$ cat src/rtl/ir_sync_fifo.sv
// Synchronous show-ahead FIFO with wrap-bit pointers; a push into a full
// FIFO is accepted only when a pop happens in the same cycle.
module ir_sync_fifo #(
   parameter int WIDTH = 17,
   parameter int DEPTH = 4
) (
   input  logic             clk,
   input  logic             rst,
   input  logic             push_i,
   input  logic             pop_i,
   input  logic [WIDTH-1:0] wdata_i,
   output logic [WIDTH-1:0] rdata_o,
   output logic             full_o,
   output logic             empty_o
);

   localparam int AW = $clog2(DEPTH);

   logic [WIDTH-1:0] mem_q [DEPTH];
   logic [AW:0]      wr_q, wr_d;
   logic [AW:0]      rd_q, rd_d;
   logic             do_push;
   logic             do_pop;

   assign full_o  = (wr_q[AW-1:0] == rd_q[AW-1:0]) && (wr_q[AW] != rd_q[AW]);
   assign empty_o = (wr_q == rd_q);
   assign do_pop  = pop_i && !empty_o;
   assign do_push = push_i && (!full_o || do_pop);
   assign rdata_o = mem_q[rd_q[AW-1:0]];

   always_comb begin
      wr_d = wr_q;
      rd_d = rd_q;
      if (do_push) wr_d = wr_q + (AW+1)'(1);
      if (do_pop)  rd_d = rd_q + (AW+1)'(1);
   end

   always_ff @(posedge clk) begin
      if (rst) begin
         wr_q <= '0;
         rd_q <= '0;
      end else begin
         wr_q <= wr_d;
         rd_q <= rd_d;
      end
   end

   // Storage needs no reset; emptiness is tracked by the pointers alone.
   always_ff @(posedge clk) begin
      if (do_push) mem_q[wr_q[AW-1:0]] <= wdata_i;
   end

endmodule

$ cat config.mk
export PLATFORM = sky130hd
export DESIGN_NAME = ir_sync_fifo
export DESIGN_NICKNAME = d
export VERILOG_FILES = /design/src/rtl/ir_sync_fifo.sv
export SDC_FILE = /design/constraint.sdc
export NUM_CORES = 1
export LEC_CHECK = 0
export BUFFER_PORTS_ARGS = -buffer_cell sky130_fd_sc_hd__buf_2
export CAP_MARGIN = 20
export CORE_MARGIN = 4
export CORE_UTILIZATION = 40
export DETAILED_ROUTE_END_ITERATION = 10
export SLEW_MARGIN = 20
export SYNTH_ARGS = -nofsm -noshare
export SYNTH_HDL_FRONTEND = slang
export SYNTH_SLANG_ARGS = --single-unit
$ cat constraint.sdc
create_clock -name clk -period 2.44 [get_ports clk]
set_input_delay 0.244 -clock clk [delete_from_list [all_inputs] [get_ports clk]]
set_output_delay 0.244 -clock clk [all_outputs]
set_load 0.05 [all_outputs]
==> impl_table.tex <==
\begin{tabular}{lr}
\hline
Metric & Value \\
\hline
\multicolumn{2}{l}{\textbf{Placement}} \\
\quad Detailed Place HPWL & 3331 um \\
\quad Count of buffers from port buffering & 39 \\
\quad Routability congestion estimate & approximately 0.7 \\
\quad Placed standard-cell area & $\sim$3300 um\^{}2 \\
\quad Post-Place Setup Slack & 689.9 ps \\
\quad Inst Count DP & 283 \\
\multicolumn{2}{l}{\textbf{CTS}} \\
\quad Clock Pin Slew Worst Setup and Hold Paths & 80 ps \\
\quad Level count of the clock H-tree & 3 \\
\quad Count of instances resized after the clock tree is built & 0 \\
\quad Root buf cell & sky130\_fd\_sc\_hd\_\_clkbuf\_8 \\
\quad Total number of clock tree sinks & 76 \\
\quad Clock latency of the later-clocked register in the worst-skew pair & between 300 and 400 ps \\
\quad Number of CTS-inserted buffers & 9 \\
\quad Number of setup buffers added after CTS & 0 \\
\quad Maximum clock path buffer count & 2 \\
\quad Hold buffer count at cts & 0 \\
\quad Clock tree from TritonCTS & yes \\
\multicolumn{2}{l}{\textbf{Route}} \\
\quad Wirelength, routed & between 4000 and 5000 um \\
\quad Post-DR wirelength/cell & approximately 16 um \\
\quad Detailed-route via count & 1434 \\
\quad Routed vias/inst & around 4.8 \\
\quad Drc violations & 0 \\
\quad Post-detailed-route count of antenna-violating nets & 0 \\
\quad First-iteration detailed-routing DRC count & 49 \\
\quad DRT Pass-1 Iters & 4 \\
\multicolumn{2}{l}{\textbf{Setup path}} \\
\quad Critical path, cell by cell & buf\_4, mux4\_2, buf\_2 \\
\quad Worst Path Arrival & $\sim$1800 ps \\
\quad Count of cells along the worst register-to-register path & 4 \\
\quad CP max stage cell & sky130\_fd\_sc\_hd\_\_mux4\_2 \\
\quad Crit path capture type & primary output \\
\quad CP Class & flop to primary output \\
\quad Worst Path Required & 2200 ps \\
\quad Crit path largest cell delay & 560 ps \\
\quad Startpoint kind of the worst setup timing path & flop \\
\quad Worst-path maximum fanout & 17 \\
\multicolumn{2}{l}{\textbf{Cells and area}} \\
\quad Final net count & about 220 \\
\quad Final non-filler cell area & roughly 3500 um\^{}2 \\
\quad Area growth from synthesis to layout & 17.63\% \\
\quad Ratio of cells with drive above 1 in the final layout & 42.00\% \\
\quad Share of the core filled with cells in the final layout & roughly half \\
\quad Non-Filler Instances & roughly 300 \\
\quad Fill cell count & between 600 and 700 \\
\quad Antenna Diode Count & 0 \\
\multicolumn{2}{l}{\textbf{Synth}} \\
\quad Commonest cells post-synth & 68 x sky130\_fd\_sc\_hd\_\_edfxtp\_1, 17 x sky130\_fd\_sc\_hd\_\_mux4\_2, 8 x sky130\_fd\_sc\_hd\_\_dfxtp\_1 \\
\quad Number of nets in the synthesized netlist & 170 \\
\quad Post-synthesis cell area & approximately 3000 um\^{}2 \\
\quad Number of register bits inferred by synthesis & 76 \\
\quad Most common flop cell mapped by yosys & sky130\_fd\_sc\_hd\_\_edfxtp\_1 \\
\quad Number of flops mapped to enable cells by yosys & 68 \\
\quad Post-synthesis average cell area & around 21 um\^{}2 \\
\quad Largest area contributor in the netlist & sky130\_fd\_sc\_hd\_\_edfxtp\_1 \\
\quad Area contributors post-synth & sky130\_fd\_sc\_hd\_\_edfxtp\_1 68\%, sky130\_fd\_sc\_hd\_\_mux4\_2 13\%, sky130\_fd\_sc\_hd\_\_dfxtp\_1 5.3\% \\
\quad Ys Warns & 0 \\
\quad Sequential fraction of the synthesis area & 73.52\% \\
\quad Post-synth ARST share & 0\% \\
\quad Most numerous cell in the Yosys netlist & sky130\_fd\_sc\_hd\_\_edfxtp\_1 \\
\quad Fraction of post-synthesis cell area in the top cell type by area & 68.17\% \\
\quad Post-synth cell types & 28 \\
\quad Number of cells produced by synthesis & between 100 and 150 \\
\multicolumn{2}{l}{\textbf{Pwr}} \\
\quad Leakage power summed over all cells & approximately 1.2 nW \\
\quad Worst IR drop on VDD & approximately 0.34 mV \\
\quad Power Density & 893.1 nW/um\^{}2 \\
\multicolumn{2}{l}{\textbf{Min path}} \\
\quad Worst hold-check path type & primary input to flop \\
\quad Worst Hold Path Cells & 1 \\
\multicolumn{2}{l}{\textbf{GRT}} \\
\quad Via count of the first global-routing pass & 1525 \\
\quad Wire length of the first global-routing pass & $\sim$7600 um \\
\quad Antenna violations before repair & 0 \\
\quad Total congestion overflow after global routing & 0 \\
\quad Maximum number of pins on one net before global-route repair & 18 \\
\quad GR Util All Layers & 11.86\% \\
\multicolumn{2}{l}{\textbf{Timing}} \\
\quad RSZ-0062 raised after global routing & false \\
\quad Final sum of negative setup slack & 0 ps \\
\quad Final-report setup violation count & 0 \\
\quad Slew Viols, Final & 0 \\
\quad Worst slew margin relative to its limit & 64.11\% \\
\quad Maximum clock skew at final layout & slightly above 7 ps \\
\quad Fin crit period & $\sim$2000 ps \\
\quad Actual slew at the worst max-slew pin & about 540 ps \\
\quad Worst path setup slack after routing & 430.4 ps \\
\quad Final Hold Vio Count & 0 \\
\quad Maximum frequency from static timing analysis & 497.6 MHz \\
\quad Final period util & 82.36\% \\
\multicolumn{2}{l}{\textbf{Die}} \\
\quad Vert. Die Dim & about 95 um \\
\quad Area of the die & 8937 um\^{}2 \\
\quad Count of standard-cell rows & 31 \\
\quad I/O pin count & 40 \\
\quad Placeable core area & a little over 7000 um\^{}2 \\
\quad Effective utilization at floorplan & about two fifths \\
\quad Die outline width & between 90 and 100 um \\
\multicolumn{2}{l}{\textbf{Outcome}} \\
\quad Status & finished clean \\
\multicolumn{2}{l}{\textbf{Flow run}} \\
\quad Max-capacitance violation count & 0 \\
\hline
\end{tabular}
## cells by family after synthesis
logic type	after synthesis	synth area share (%)
buffers and inverters	10	1.462
and+or+nand+nor	21	3.927
xor gates and xnor gates	4	1.922
muxes	23	15.08
adders and majority gates	5	2.089
AOI/OAI and AO/OA	5	2.005
DFF	76	73.52
## per-layer routing
metal	track usage, %	up-vias	routed length, um
met5	0	-	0
met4	6.130	0	57
met3	2.869	7	192
met2	19.86	32	2596
met1	14.26	718	2029
li1	-	677	-
## through the flow
stage	power (W)	hold slack, ps
after CTS	0.003197	97.11
after global placement	0.002357	458.1
after detailed placement	0.002372	460.5
final	0.003147	118.7
after floorplan	0.002190	342.9
after global routing	0.003289	103.4
## cell usage in the layout, fill, tap and decap left out, drive strengths merged, types with 4 or more instances in the layout
cell    count
dfxtp       8
edfxtp     68
ha          5
mux4       17
nor2        6
clkbuf      9
nand2b      4
mux2        4
inv         6
buf        45
## final timing paths
kind,startpoint,end,slack [ps]
setup / recovery,flop,rdata_o[11],430
hold / removal,wdata_i[7],mem_q[0][7]$_DFFE_PP_,120
setup reg to reg,wr_q[1]$_SDFFE_PP0P_,mem_q[1][9]$_DFFE_PP_,670
hold reg to reg,rd_q[1]$_SDFFE_PP0P_,rd_q[1]$_SDFFE_PP0P_,580
## area by class of cell
| type | instances | area, um^2 | area share [%] |
|---|---|---|---|
| Clock buffer | 9 | 123.9 | 3.516 |
| Clock inverter | 7 | 52.55 | 1.491 |
| Inverter | 5 | 18.77 | 0.5327 |
| Multi-Input combinational cell | 58 | 749.5 | 21.27 |
| Sequential cell | 76 | 2202 | 62.50 |
| Tap cell | 99 | 123.9 | 3.516 |
| Timing Repair Buffer | 45 | 252.7 | 7.173 |
## sequential cells by signal, summed over array words and instances, names as in the netlist, named ones only
name,cells
mem_q,68
rd_q,3
wr_q,3
## critical path: cells and delay by family (launching register included)
kind,cells,cell delay [ps]
mux,1,560
buf+inv,2,550
flops,1,310
## power breakdown
| group | internal [W] | switching [W] | total (W) | leakage (nW) |
|---|---|---|---|---|
| clock network | 0.000372 | 0.000452 | 0.000823 | 0.0795 |
| logic | 0.000257 | 0.000529 | 0.000786 | 0.442 |
| registers | 0.00150 | 0.0000371 | 0.00154 | 0.690 |
| total | 0.00213 | 0.00102 | 0.00315 | 1.21 |
Power figures use the tool's default switching activity.
